## config.mk

```make
export PLATFORM = sky130hd
export DESIGN_NAME = wb_regfile_flat
export DESIGN_NICKNAME = d
export VERILOG_FILES = /design/src/rtl/wb_regfile_pkg.sv /design/src/rtl/wb_regfile_if.sv /design/src/rtl/wb_regfile_wb_mux.sv /design/src/rtl/wb_regfile.sv /design/src/flat_wrapper.sv
export SDC_FILE = /design/constraint.sdc
export NUM_CORES = 2
export LEC_CHECK = 0
export CAP_MARGIN = 20
export CORE_MARGIN = 3
export CORE_UTILIZATION = 25
export DETAILED_ROUTE_END_ITERATION = 12
export PLACE_DENSITY = 0.42
export SLEW_MARGIN = 20
export SYNTH_ARGS = -nofsm -noshare
export SYNTH_HDL_FRONTEND = slang
export SYNTH_HIERARCHICAL = 1
export SYNTH_SLANG_ARGS = --single-unit
```

## constraint.sdc

```tcl
create_clock -name clk -period 3.15 [get_ports clk]
set_input_delay 0.4725 -clock clk [delete_from_list [all_inputs] [get_ports clk]]
set_output_delay 0.4725 -clock clk [all_outputs]
set_load 0.01 [all_outputs]
```

## src/rtl/wb_regfile_pkg.sv

```systemverilog
// ---------------------------------------------------------------------------
// wb_regfile_pkg
//
// Purpose:
//   Shared definitions for the write-back register file slice. Holds the
//   default datapath and index widths, the bit positions inside the
//   two-bit write_back_signal control field, the hard-wired zero register
//   index, and the width of the committed-write counter.
//
// Contents:
//   DATA_W_DEF      default register/datapath width
//   ADDR_W_DEF      default register index width (2**ADDR_W registers)
//   COUNT_W         width of the committed-write counter
//   WB_REG_WRITE    write_back_signal bit that requests a register write
//   WB_MEM_TO_REG   write_back_signal bit that selects load data
//   ZERO_REG        index of the register that always reads zero
//   wb_is_write()   decodes the reg_write request from write_back_signal
// ---------------------------------------------------------------------------
package wb_regfile_pkg;

  localparam int DATA_W_DEF    = 32;
  localparam int ADDR_W_DEF    = 5;
  localparam int COUNT_W       = 32;

  localparam int WB_REG_WRITE  = 1;
  localparam int WB_MEM_TO_REG = 0;

  localparam int ZERO_REG      = 0;

  // Extracts the reg_write request; the zero-register filter is applied
  // separately because it depends on the destination index.
  function automatic logic wb_is_write(input logic [1:0] wbs);
    return wbs[WB_REG_WRITE];
  endfunction

endpackage

```

## src/rtl/wb_regfile_if.sv

```systemverilog
// ---------------------------------------------------------------------------
// wb_regfile_if
//
// Purpose:
//   Bundles the MEM/WB write-back bus, the decode-stage read ports and the
//   forwarding/status outputs of the register file into one interface.
//
// Parameters:
//   DATA_W  register and datapath width
//   ADDR_W  register index width
//
// Signals:
//   result             ALU result from the MEM/WB register
//   read_data          memory load data from the MEM/WB register
//   reg_dst            destination register index
//   write_back_signal  [1] reg_write, [0] mem_to_reg
//   rs_addr, rt_addr   decode-stage read indices
//   rs_data, rt_data   read-port data
//   wb_data            selected write-back value (for EX forwarding)
//   wb_we              effective write enable
//   wb_count           number of committed register writes
//
// Modports:
//   slave   register file side (consumes the bus, drives read data/status)
//   master  pipeline side (drives the bus, consumes read data/status)
// ---------------------------------------------------------------------------
interface wb_regfile_if
  import wb_regfile_pkg::*;
#(
  parameter int DATA_W = DATA_W_DEF,
  parameter int ADDR_W = ADDR_W_DEF
);

  logic [DATA_W-1:0]  result;
  logic [DATA_W-1:0]  read_data;
  logic [ADDR_W-1:0]  reg_dst;
  logic [1:0]         write_back_signal;
  logic [ADDR_W-1:0]  rs_addr;
  logic [ADDR_W-1:0]  rt_addr;

  logic [DATA_W-1:0]  rs_data;
  logic [DATA_W-1:0]  rt_data;
  logic [DATA_W-1:0]  wb_data;
  logic               wb_we;
  logic [COUNT_W-1:0] wb_count;

  modport slave (
    input  result,
    input  read_data,
    input  reg_dst,
    input  write_back_signal,
    input  rs_addr,
    input  rt_addr,
    output rs_data,
    output rt_data,
    output wb_data,
    output wb_we,
    output wb_count
  );

  modport master (
    output result,
    output read_data,
    output reg_dst,
    output write_back_signal,
    output rs_addr,
    output rt_addr,
    input  rs_data,
    input  rt_data,
    input  wb_data,
    input  wb_we,
    input  wb_count
  );

endinterface

```

## src/rtl/wb_regfile_wb_mux.sv

```systemverilog
// ---------------------------------------------------------------------------
// wb_mux
//
// Purpose:
//   Write-back source selection. Chooses between the ALU result and the
//   memory load data. The selection is independent of reg_write so that
//   the EX stage can always forward the value the WB stage is carrying.
//
// Ports:
//   result      in   DATA_W  ALU result
//   read_data   in   DATA_W  memory load data
//   mem_to_reg  in   1       1 selects read_data, 0 selects result
//   wb_data     out  DATA_W  selected write-back value
// ---------------------------------------------------------------------------
module wb_mux
  import wb_regfile_pkg::*;
#(
  parameter int DATA_W = DATA_W_DEF
) (
  input  logic [DATA_W-1:0] result,
  input  logic [DATA_W-1:0] read_data,
  input  logic              mem_to_reg,
  output logic [DATA_W-1:0] wb_data
);

  always_comb begin
    wb_data = result;
    if (mem_to_reg) begin
      wb_data = read_data;
    end
  end

endmodule

```

## src/rtl/wb_regfile.sv

```systemverilog
// ---------------------------------------------------------------------------
// wb_regfile
//
// Purpose:
//   Pipeline register file with the write-back stage folded in. The WB
//   stage value is selected from the ALU result or load data, written into
//   the addressed register on the next rising edge, and counted. Register 0
//   is hard-wired to zero and writes to it are dropped without being
//   counted. Two independent combinational read ports serve decode.
//
// Parameters:
//   DATA_W  register and datapath width (default 32)
//   ADDR_W  register index width (default 5, giving 32 registers)
//
// Ports:
//   clk   in  1                 sole clock, rising edge
//   rst   in  1                 synchronous active-high reset
//   bus   wb_regfile_if.slave   write-back bus, read ports, status
//
// Configuration:
//   WB_REGFILE_BYPASS_EN  when defined, a read port addressing the register
//                         being written this cycle returns the write-back
//                         value immediately. When undefined, read ports
//                         return array contents only, so the new value is
//                         visible one cycle after the write.
// ---------------------------------------------------------------------------
module wb_regfile
  import wb_regfile_pkg::*;
#(
  parameter int DATA_W = DATA_W_DEF,
  parameter int ADDR_W = ADDR_W_DEF
) (
  input  logic         clk,
  input  logic         rst,
  wb_regfile_if.slave  bus
);

  localparam int NUM_REGS = 2 ** ADDR_W;

  logic [DATA_W-1:0]  regs_q [NUM_REGS];
  logic [DATA_W-1:0]  regs_d [NUM_REGS];
  logic [COUNT_W-1:0] wb_count_q;
  logic [COUNT_W-1:0] wb_count_d;

  logic [DATA_W-1:0]  wb_data;
  logic               wb_we;
  logic [DATA_W-1:0]  rs_rd_data;
  logic [DATA_W-1:0]  rt_rd_data;

  wb_mux #(
    .DATA_W (DATA_W)
  ) u_wb_mux (
    .result     (bus.result),
    .read_data  (bus.read_data),
    .mem_to_reg (bus.write_back_signal[WB_MEM_TO_REG]),
    .wb_data    (wb_data)
  );

  // A write to the zero register is not a write at all: it neither lands
  // in the array nor bumps the counter, so it is filtered out here once.
  always_comb begin
    wb_we = wb_is_write(bus.write_back_signal) &&
            (bus.reg_dst != ADDR_W'(ZERO_REG));
  end

  // Next-state for the array and the counter. The counter wraps naturally
  // at its full width.
  always_comb begin
    regs_d     = regs_q;
    wb_count_d = wb_count_q;
    if (wb_we) begin
      regs_d[bus.reg_dst] = wb_data;
      wb_count_d          = wb_count_q + COUNT_W'(1);
    end
  end

  // Reset takes priority over any write presented in the same cycle.
  always_ff @(posedge clk) begin
    if (rst) begin
      for (int i = 0; i < NUM_REGS; i++) begin
        regs_q[i] <= '0;
      end
      wb_count_q <= '0;
    end else begin
      regs_q     <= regs_d;
      wb_count_q <= wb_count_d;
    end
  end

  // rs read port. The zero-register override comes last so it also wins
  // over the bypass path.
  always_comb begin
    rs_rd_data = regs_q[bus.rs_addr];
`ifdef WB_REGFILE_BYPASS_EN
    if (wb_we && (bus.rs_addr == bus.reg_dst)) begin
      rs_rd_data = wb_data;
    end
`endif
    if (bus.rs_addr == ADDR_W'(ZERO_REG)) begin
      rs_rd_data = '0;
    end
  end

  // rt read port, identical to rs so equal addresses give equal data.
  always_comb begin
    rt_rd_data = regs_q[bus.rt_addr];
`ifdef WB_REGFILE_BYPASS_EN
    if (wb_we && (bus.rt_addr == bus.reg_dst)) begin
      rt_rd_data = wb_data;
    end
`endif
    if (bus.rt_addr == ADDR_W'(ZERO_REG)) begin
      rt_rd_data = '0;
    end
  end

  assign bus.rs_data  = rs_rd_data;
  assign bus.rt_data  = rt_rd_data;
  assign bus.wb_data  = wb_data;
  assign bus.wb_we    = wb_we;
  assign bus.wb_count = wb_count_q;

endmodule

```

## src/flat_wrapper.sv

```systemverilog
// flat-port wrapper written by rule: the top's interface ports become plain ports
module wb_regfile_flat import wb_regfile_pkg::*;
#(
  parameter int DATA_W = DATA_W_DEF,
  parameter int ADDR_W = ADDR_W_DEF
)
  (clk, rst, bus_result, bus_read_data, bus_reg_dst, bus_write_back_signal, bus_rs_addr, bus_rt_addr, bus_rs_data, bus_rt_data, bus_wb_data, bus_wb_we, bus_wb_count);
  wb_regfile_if #(.DATA_W(DATA_W), .ADDR_W(ADDR_W)) bus_i ();
  input  logic clk;
  input  logic rst;
  input wire logic [$bits(bus_i.result)-1:0] bus_result;
  input wire logic [$bits(bus_i.read_data)-1:0] bus_read_data;
  input wire logic [$bits(bus_i.reg_dst)-1:0] bus_reg_dst;
  input wire logic [$bits(bus_i.write_back_signal)-1:0] bus_write_back_signal;
  input wire logic [$bits(bus_i.rs_addr)-1:0] bus_rs_addr;
  input wire logic [$bits(bus_i.rt_addr)-1:0] bus_rt_addr;
  output wire logic [$bits(bus_i.rs_data)-1:0] bus_rs_data;
  output wire logic [$bits(bus_i.rt_data)-1:0] bus_rt_data;
  output wire logic [$bits(bus_i.wb_data)-1:0] bus_wb_data;
  output wire logic [$bits(bus_i.wb_we)-1:0] bus_wb_we;
  output wire logic [$bits(bus_i.wb_count)-1:0] bus_wb_count;
  assign bus_i.result = bus_result;
  assign bus_i.read_data = bus_read_data;
  assign bus_i.reg_dst = bus_reg_dst;
  assign bus_i.write_back_signal = bus_write_back_signal;
  assign bus_i.rs_addr = bus_rs_addr;
  assign bus_i.rt_addr = bus_rt_addr;
  assign bus_rs_data = bus_i.rs_data;
  assign bus_rt_data = bus_i.rt_data;
  assign bus_wb_data = bus_i.wb_data;
  assign bus_wb_we = bus_i.wb_we;
  assign bus_wb_count = bus_i.wb_count;
  wb_regfile #(.DATA_W(DATA_W), .ADDR_W(ADDR_W)) u_core (.clk(clk), .rst(rst), .bus(bus_i));
endmodule
```

==> flow_metrics.py <==
metrics = {
    "run_status": {
        "status": "complete, no violations",
    },
    "logic_synthesis": {
        "synth.top_cell.area_share_pct": 39.2,
        "synth_area_mm2": 0.0540,
        "yosys_register_bits": 1056,
        "synthesis.nets": 6054,
        "synth_edf_count": 0,
        "yosys_most_used_dff": "dfxtp_1",
        "syn_inst": 5970,
        "yosys_warnings": 6,
        "synth.avg_cell_area_um2": 9.04,
        "synth.distinct_cells": 52,
        "yosysTopAreaCell": "dfxtp_1",
        "ys_top_cells_by_area": "dfxtp_1, mux4_2, nand2_1",
        "ys_seq_area_share_pct": 39.2,
        "async_reset_ff_share_pct": 0,
    },
    "cts": {
        "cts_buffers": 131,
        "clock_latency_ps": 780,
        "cts_tree": "yes",
        "clk_pin_slew_ps": 60,
        "hold_buffers": 0,
        "htreeDepth": 4,
        "cts_root_buf": "clkbuf_16",
        "clock_path_buffers": 3,
        "cts.sinks": 1056,
    },
    "critical_path": {
        "cp_max_fo": 14,
        "crit_arrival_ps": 2650,
        "ff2ff_path_depth": 6,
        "cp-start-kind": "input pin",
        "required_ps": 2680,
        "reg2reg_from": "u_core/bus.wb_count[3]$_SDFFE_PP0P_",
        "critPathKind": "in -> out",
        "cp-end-kind": "primary output",
        "rrSetupSlack_ps": 1030,
        "worst_r2r_endpoint": "u_core/bus.wb_count[29]$_SDFFE_PP0P_",
    },
    "sta": {
        "slew_viol_final": 0,
        "setup_tns_ps": 0,
        "setup_viol": 0,
        "period_share_pct": 99.1,
        "fin_ws_ps": 27.0,
        "relSlewSlack_pct": 44.7,
        "hold_violations": 0,
        "max_freq_mhz": 320,
        "hold_ws_ps": 157,
        "rsz0062_at_grt": "true",
        "finClkSkew_ps": 21.7,
        "worstMarginPinSlew_ps": 829,
        "finalCriticalPeriod_ps": 3120,
    },
    "cells_and_area": {
        "fin_area_mm2": 0.0683,
        "utilization_pct": 32.0,
        "fillers": 21700,
        "fin_nets": 6357,
        "drive_gt1_share_pct": 26.2,
        "fin_cells": 9201,
        "syn_to_final_growth_pct": 26.7,
    },
    "floorplan": {
        "io-pin-count": 212,
        "start_util_pct": 25.3,
        "rows": 169,
        "dieArea_mm2": 0.221,
        "die_w_um": 471,
        "die_h_um": 471,
        "core_mm2": 0.213,
    },
    "hold_path": {
        "hold_start": "rst",
        "holdPathStages": 2,
        "whs_endpoint": "u_core/regs_q[1011]$_SDFFE_PP0P_",
        "hold_class": "in -> reg",
    },
    "route": {
        "drtIter0Drc": 4761,
        "num_vias": 48900,
        "ant_nets": 0,
        "wl_um": 260000,
        "wl_per_cell_um": 28.3,
        "drc": 0,
        "first_pass_iters": 6,
        "routed_via_density": 5.32,
    },
    "placed_design": {
        "gp_congestion": 0.835,
        "place_ws_ps": -1020,
        "place_inst": 8943,
        "hpwl_um": 165000,
        "io_buffers": 211,
        "placed_cell_area_mm2": 0.0629,
    },
    "pwr": {
        "power.density_mw_per_mm2": 486,
        "power.total_mw": 33.2,
        "p_leak_nw": 22.5,
        "peakVddDrop_v": 0.000432,
    },
    "job": {
        "max_cap_viol_count": 0,
    },
    "global_routing": {
        "grt_overflow": 0,
        "grt_max_degree": 133,
        "antenna_found_initial": 12,
        "first_global_vias": 47200,
        "grt_pass1_wl_um": 366000,
        "grt.total_usage_pct": 22.8,
    },
}
==> worst max path at each step <==
stage | start | end | slack (ps) | cells past startpoint
3_3_place_gp | bus_rs_addr[1] | bus_rs_data[7] | -1060 | 9
4_1_cts | u_core/regs_q[311]$_SDFFE_PP0P_ | bus_rt_data[23] | -110 | 7
2_1_floorplan | bus_rs_addr[2] | bus_rs_data[21] | 740 | 6
3_5_place_dp | bus_rs_addr[1] | bus_rs_data[7] | -1020 | 9
5_1_grt | u_core/regs_q[810]$_SDFFE_PP0P_ | bus_rt_data[10] | -30 | 8
6_report | bus_rt_addr[4] | bus_rt_data[31] | 30 | 13
==> kinds of logic (layout without fill, tap and decap cells) <==
| family | Yosys count | count (layout) | share of synthesized area [%] |
|---|---|---|---|
| AND/OR/NAND/NOR | 2274 | 2274 | 16.5 |
| AO/OA/AOI/OAI | 1262 | 1262 | 12.2 |
| flip-flops | 1056 | 1056 | 39.2 |
| multiplexers | 737 | 737 | 26.2 |
| buffers and inverters | 614 | 1019 | 5.49 |
| XOR/XNOR | 26 | 26 | 0.422 |
| adder cells (fa/ha/maj) | 1 | 1 | 0.0232 |
| other | 0 | 5 | 0 |
==> synthesized netlist by cell type, drive strengths merged, types with 11 or more instances <==
cell type	n
nand2	2075
a21oi	1078
dfxtp	1056
mux4	512
clkbuf	359
buf	244
mux2	143
nor2	85
mux2i	82
o21ai	69
a22oi	47
a31oi	47
nor2b	38
xnor2	24
a221oi	17
nor3	15
nand3	12
inv	11
nor4	11
==> registers in the layout, summed over array words and instances (netlist names) <==
register / count
u_core/regs_q: 1024
u_core/bus.wb_count: 32
==> layout by cell type (no fill, tap or decap), types with 12 or more instances in the layout <==
master           instances
clkbuf_16              136
mux4_1                  12
nor2b_1                 36
clkbuf_1                27
clkbuf_8                36
buf_6                   18
nand2_2                 32
buf_4                  402
a31oi_2                 14
mux2i_4                 16
buf_12                 144
o21ai_2                 14
a21oi_1               1064
nand2_1               2043
nand3_1                 12
mux4_2                 500
mux2i_1                 57
nor2_4                  34
clkdlybuf4s50_1        135
a31oi_1                 28
mux2_2                 107
clkinv_2                15
dfxtp_2                 21
dfxtp_1               1035
o21ai_1                 38
a22oi_1                 47
xnor2_1                 24
buf_2                   36
nor2_1                  47
nor3_1                  15
mux2_4                  36
==> final cells by class <==
type / count / area [um2] / share of cell area [%]
inverters: 11 / 41.3 / 0.0604
diodes: 5 / 12.5 / 0.0183
clock inverters: 36 / 479 / 0.701
repair buffers: 773 / 8170 / 11.9
multi-input cells: 4300 / 31000 / 45.3
flip-flops and latches: 1056 / 21200 / 31.0
clock buffers: 199 / 4000 / 5.85
well taps: 2821 / 3530 / 5.16
==> routing by layer <==
| layer | GRT usage, % | vias up | wire (um) |
|---|---|---|---|
| met5 | 0 | - | 13 |
| met4 | 10.1 | 2 | 12300 |
| met3 | 3.18 | 488 | 17000 |
| met2 | 37.5 | 2101 | 123000 |
| met1 | 29.8 | 24900 | 108000 |
| li1 | - | 21400 | - |
==> power by group <==
group | switching (mW) | internal (mW) | total [mW]
clock network | 6.36 | 9.51 | 15.9
logic | 2.41 | 1.41 | 3.82
registers | 0.0791 | 13.5 | 13.5
==> repair_timing <==
item	CTS	global route
pin swaps	18	6
cloned	3	0
gates resized for setup	365	58
setup buffers	7	17
endpoints found under the setup margin	64	31
==> worst max-delay path, cell delays in order <==
cell	delay, ps
buf_2	140
buf_4	180
or2_2	380
nor4_4	310
buf_4	170
buf_12	180
buf_4	170
a21oi_1	50
o21ai_2	70
buf_6	130
a31oi_1	40
buf_4	190
buf_2	140
No activity file was read; power rests on OpenSTA's default activity.
